## src/rtl/mem_port_arbiter.sv

```systemverilog
// Two-port arbiter in front of the unified instruction/data memory.
// Port C is the multicycle CPU, port D the DMA/program loader. One
// fixed-latency memory transaction runs at a time; contention is
// resolved round-robin so continuous requesters strictly alternate.
module mem_port_arbiter #(
  parameter int AW  = 32,
  parameter int DW  = 32,
  parameter int LAT = 2   // read latency after the issue cycle, 1..15
) (
  input  logic          clk,
  input  logic          reset,
  // CPU port
  input  logic          c_req,
  input  logic          c_we,
  input  logic [AW-1:0] c_addr,
  input  logic [DW-1:0] c_wdata,
  output logic          c_ack,
  output logic [DW-1:0] c_rdata,
  // DMA port
  input  logic          d_req,
  input  logic          d_we,
  input  logic [AW-1:0] d_addr,
  input  logic [DW-1:0] d_wdata,
  output logic          d_ack,
  output logic [DW-1:0] d_rdata,
  // memory side
  output logic          mem_en,
  output logic          mem_we,
  output logic [AW-1:0] mem_addr,
  output logic [DW-1:0] mem_wdata,
  input  logic [DW-1:0] mem_rdata,
  // status
  output logic          busy,
  output logic          gnt_d
);

  typedef enum logic [1:0] {
    S_IDLE,
    S_ISSUE,
    S_WAIT,
    S_RESP
  } state_t;

  // Counter is 4 bits wide, which caps LAT at 15.
  localparam logic [3:0] LAT_CNT = 4'(LAT);

  state_t          r_state;
  logic [3:0]      r_cnt;
  logic            r_last_d;     // 1 = DMA won the most recent grant
  logic            r_gnt_d;
  logic            r_busy;
  logic            r_mem_en;
  logic            r_mem_we;
  logic [AW-1:0]   r_mem_addr;
  logic [DW-1:0]   r_mem_wdata;
  logic            r_c_ack;
  logic            r_d_ack;
  logic [DW-1:0]   r_c_rdata;
  logic [DW-1:0]   r_d_rdata;

  logic            w_any_req;
  logic            w_pick_d;
  logic            w_sel_we;
  logic [AW-1:0]   w_sel_addr;
  logic [DW-1:0]   w_sel_wdata;

  // Arbitration: a lone requester wins; on contention the port that did
  // not win last time goes, which gives strict C/D alternation.
  assign w_any_req   = c_req | d_req;
  assign w_pick_d    = (c_req & d_req) ? ~r_last_d : d_req;
  assign w_sel_we    = w_pick_d ? d_we    : c_we;
  assign w_sel_addr  = w_pick_d ? d_addr  : c_addr;
  assign w_sel_wdata = w_pick_d ? d_wdata : c_wdata;

  // Transaction sequencer: IDLE -> ISSUE -> WAIT -> RESP -> IDLE.
  // Requester inputs are captured only on the grant edge; everything the
  // memory and requesters see comes straight from registers.
  always_ff @(posedge clk) begin
    if (reset) begin
      r_state     <= S_IDLE;
      r_cnt       <= 4'd0;
      r_last_d    <= 1'b1;      // CPU wins the first tie
      r_gnt_d     <= 1'b0;
      r_busy      <= 1'b0;
      r_mem_en    <= 1'b0;
      r_mem_we    <= 1'b0;
      r_mem_addr  <= '0;
      r_mem_wdata <= '0;
      r_c_ack     <= 1'b0;
      r_d_ack     <= 1'b0;
      r_c_rdata   <= '0;
      r_d_rdata   <= '0;
    end else begin
      // strobes are single-cycle unless re-armed below
      r_mem_en <= 1'b0;
      r_c_ack  <= 1'b0;
      r_d_ack  <= 1'b0;
      case (r_state)
        S_IDLE: begin
          if (w_any_req) begin
            r_gnt_d     <= w_pick_d;
            r_last_d    <= w_pick_d;
            r_mem_we    <= w_sel_we;
            r_mem_addr  <= w_sel_addr;
            r_mem_wdata <= w_sel_wdata;
            r_mem_en    <= 1'b1;
            r_busy      <= 1'b1;
            r_state     <= S_ISSUE;
          end
        end
        S_ISSUE: begin
          r_cnt   <= LAT_CNT;
          r_state <= S_WAIT;
        end
        S_WAIT: begin
          r_cnt <= r_cnt - 4'd1;
          // cnt==1 is cycle issue+LAT, where the memory data is valid
          if (r_cnt == 4'd1) begin
            if (!r_mem_we) begin
              if (r_gnt_d) r_d_rdata <= mem_rdata;
              else         r_c_rdata <= mem_rdata;
            end
            if (r_gnt_d) r_d_ack <= 1'b1;
            else         r_c_ack <= 1'b1;
            r_state <= S_RESP;
          end
        end
        S_RESP: begin
          r_busy  <= 1'b0;
          r_state <= S_IDLE;
        end
        default: r_state <= S_IDLE;
      endcase
    end
  end

  assign c_ack     = r_c_ack;
  assign d_ack     = r_d_ack;
  assign c_rdata   = r_c_rdata;
  assign d_rdata   = r_d_rdata;
  assign mem_en    = r_mem_en;
  assign mem_we    = r_mem_we;
  assign mem_addr  = r_mem_addr;
  assign mem_wdata = r_mem_wdata;
  assign busy      = r_busy;
  assign gnt_d     = r_gnt_d;

endmodule

```

## config.mk

```make
export PLATFORM = sky130hd
export DESIGN_NAME = mem_port_arbiter
export DESIGN_NICKNAME = d
export VERILOG_FILES = /design/src/rtl/mem_port_arbiter.sv
export SDC_FILE = /design/constraint.sdc
export NUM_CORES = 1
export LEC_CHECK = 0
export CAP_MARGIN = 30
export CORE_UTILIZATION = 40
export DETAILED_ROUTE_END_ITERATION = 16
export PLACE_DENSITY = 0.81
export SYNTH_ARGS = -nofsm -noshare
export SYNTH_HDL_FRONTEND = slang
export SYNTH_SLANG_ARGS = --single-unit
```

## constraint.sdc

```tcl
create_clock -name clk -period 2.1 [get_ports clk]
set_clock_uncertainty 0.2 [all_clocks]
set_input_delay 0.21 -clock clk [delete_from_list [all_inputs] [get_ports clk]]
set_output_delay 0.21 -clock clk [all_outputs]
set_load 0.01 [all_outputs]
```

==> results.md <==
- Tightest Pin Transition: 356 ps
- Setup slack of the critical path after layout: 97.0 ps
- Cell-by-cell trace of the critical path: inv_1 -> ha_1 -> nand4bb_4 -> or3b_2 -> buf_12 -> mux2i_1
- Via-per-instance ratio: 4.88
- CP required: 2230 ps
- Share of synthesized area occupied by flip-flops and latches: 48.2%
- Final setup violating endpoints: 0
- Period Utilization, post-route: 95.4%
- LEAKAGE: 3.83 nW
- Slowest cell delay on critical path: 510 ps
- Clock tree from TritonCTS: yes
- Pre-Repair DR Iteration Count: 4
- Final routed wire length divided by cell count: 16.1 microns
- Fraction of layout instances using a drive strength above 1: 6.60%
- Top cell type's share of synthesized area: 48.2%
- Via count: 5245
- Final-report hold violation count: 0
- Setup slack at placement: -7.75 ps
- Final critical path time including I/O delays and setup: 2000 ps
- Post-layout utilization of the core: 69.1%
- Synthesized area divided by synthesized cell count: 9.85 sq um
- Worst-case clock buffer depth: 2
- Fraction of power spent switching nets: 29.3%
- Total number of clock tree sinks: 141
- Clock network power share: 33.6%
- Number of max-slew violations in the final report: 0
- Clock-pin slew reported for the worst setup and hold paths after clock tree synthesis: 60 ps
- H-tree depth: 4
- Antenna violations before repair: 0
- Arrival time at the worst endpoint: 2130 ps
- Sequential fraction of design power: 33.5%
- Number of global-route vias before repair: 5064
- Crit path capture type: flop
- Grt total ovfl: 0
- Clock latency reported for the late side of the worst-skew pair: 410 ps
- Worst Path Max Fanout: 32
- Root buffer cell: clkbuf_16
- DRC marker count from the first detailed-route iteration: 231
- Number of maximum-capacitance violations: 0
- Combinational share of power: 32.8%
- IR drop worst, VDD: 0.611 mV
- First-pass GRT wire length: 26000 microns
- CP startpoint kind: flop
- Leading cell types in the layout, fill and taps excluded: clkdlybuf4s50_1, dfxtp_1, mux2i_1
- Initial cell density of the core: 41.6%
- Number of nets with antenna violations after routing: 0
- Post-cts gate resize count: 0
- Hold buffer count at cts: 0
- DP HPWL: 12700 microns
- Number of buffers added by the clock tree synthesis step: 17
- Post-route worst hold slack: 97.5 ps
- Setup Buffers After CTS: 0
- Sum of buffers and inverters on the critical path: 2
- Synthesized flop and latch total: 141
- Design internal power: 7.26 mW
- Yosys warnings: 0
- Unrepaired setup endpoints after global routing: false
- Die height: 123 microns
- Buffers on Ports: 299
- Pin count of the biggest net entering global routing: 81
- Status: finished clean
- Cells taking the most area after synthesis: dfxtp_1, mux2i_1, a211oi_1
- Die W: 123 microns
- Area grow syn2layout: 66.2%
- Count of unique library cells instantiated by Yosys: 36
- Peak clock frequency supported by timing: 499 MHz
- Worst-case headroom to the max-slew limit: 75.6%
- Number of antenna diodes: 0
- Cell count after synthesis: 595
- Final Instance Count excl. Fillers: 1074
- Drt drc: 0
- Syn Nets: 767
- Final wirelength: 17300 microns
- Hold Path Class: in2reg
- Total global routing track utilization: 22.9%
- Standard-cell row count: 43
- Total placed cells including tap cells: 1044
- Power density cells: 1050 mW/mm^2
- Total Neg Setup Slack: 0 ps
- Net switching power of the design: 3.01 mW
- Library cell occupying the most area in the post-synthesis netlist: dfxtp_1
- Critical path class: reg2reg
- Final nets: 1055
- Core area: 0.0141 sq mm
- Gate family responsible for the most delay along the worst path: simple AND/OR/NAND/NOR gates
- Gp weighted congestion: 0.814
- Die footprint: 0.0151 sq mm
- Number of top-level pins: 300
- Cell at the slowest stage of the critical path: or3b_2
- Cell area after synthesis: 0.00586 sq mm
- Most common cell after layout, fill and taps aside: clkdlybuf4s50_1
-- per-stage QoR --
stage / instance area, sq um / power [mW]
5_1_grt: 9740 / 10.8
3_5_place_dp: 9070 / 6.87
2_1_floorplan: 5860 / 5.13
3_3_place_gp: 9070 / 6.82
4_1_cts: 9740 / 10.4
6_report: 9740 / 10.3
-- flip-flops by register name, summed over array words and instances (netlist names) --
name	count
c_rdata	32
d_ack	1
mem_we	1
r_last_d	1
mem_wdata	32
d_rdata	32
gnt_d	1
r_state	2
c_ack	1
mem_addr	32
r_cnt	4
busy	1
mem_en	1
-- worst min-delay path, stage by stage --
cell	delay [ps]
buf_2	120
inv_2	160
nand2_1	110
mux2i_1	50
-- power groups by stage --
stage          Sequential [mW]  Clock (mW)  Combinational (mW)
6_report                  3.44        3.45                3.37
5_1_grt                   3.50        3.65                3.65
4_1_cts                   3.44        3.51                3.40
3_5_place_dp              3.49           0                3.38
3_3_place_gp              3.47           0                3.35
2_1_floorplan             3.67           0                1.47
-- routing by layer --
layer | up-vias | global-route usage (%) | share of wire (%)
met3 | 34 | 7.61 | 8.3
met5 | - | 0 | 0
met1 | 2347 | 25.2 | 40
met2 | 213 | 39.3 | 49
li1 | 2651 | - | -
met4 | 0 | 11.5 | 3.1
-- cells in the mapped netlist --
master / n
dfxtp_1: 141
mux2i_1: 129
nand2_1: 94
nor2_1: 69
a211oi_1: 66
clkbuf_1: 26
buf_2: 7
inv_1: 7
buf_1: 6
ha_1: 6
buf_6: 5
a21oi_1: 4
buf_12: 3
nand2b_1: 3
nor3_1: 3
o21ai_0: 3
buf_4: 2
nand4b_1: 2
nor3b_1: 2
a2111oi_0: 1
a21boi_1: 1
a21o_1: 1
a22oi_1: 1
a311oi_1: 1
a31o_2: 1
a31oi_1: 1
nand3_1: 1
nand4bb_4: 1
nor2b_1: 1
nor3_2: 1
o21a_1: 1
o22ai_1: 1
o31a_2: 1
or2_2: 1
or3b_1: 1
or3b_2: 1
-- final timing paths --
kind | from | endpoint | slack [ps] | cells after the start
max | r_state[0] | d_rdata[18] | 100 | 6
min | reset | c_rdata[11] | 100 | 4
max reg2reg | r_state[0] | d_rdata[18] | 100 | 6
min reg2reg | c_rdata[2] | c_rdata[2] | 250 | 2
-- logic make-up (layout without fill, tap and decap cells) --
logic type / after synthesis / count (layout) / share of synthesized area [%]
mux: 129 / 129 / 22.0
flops: 141 / 141 / 48.2
buf+inv: 56 / 355 / 5.34
simple gates: 180 / 180 / 12.8
fa+ha+maj: 6 / 6 / 1.28
compound gates: 83 / 83 / 10.4
-- final cells by class --
type                            count  area, sq um
Clock buffer                       18          429
Clock inverter                     12          244
Fill cell                        1095         4350
Inverter                            7         26.3
Multi-Input combinational cell    398         2750
Sequential cell                   141         2820
Tap cell                          180          225
Timing Repair Buffer              318         3240
(Power assumes the default switching activity.)
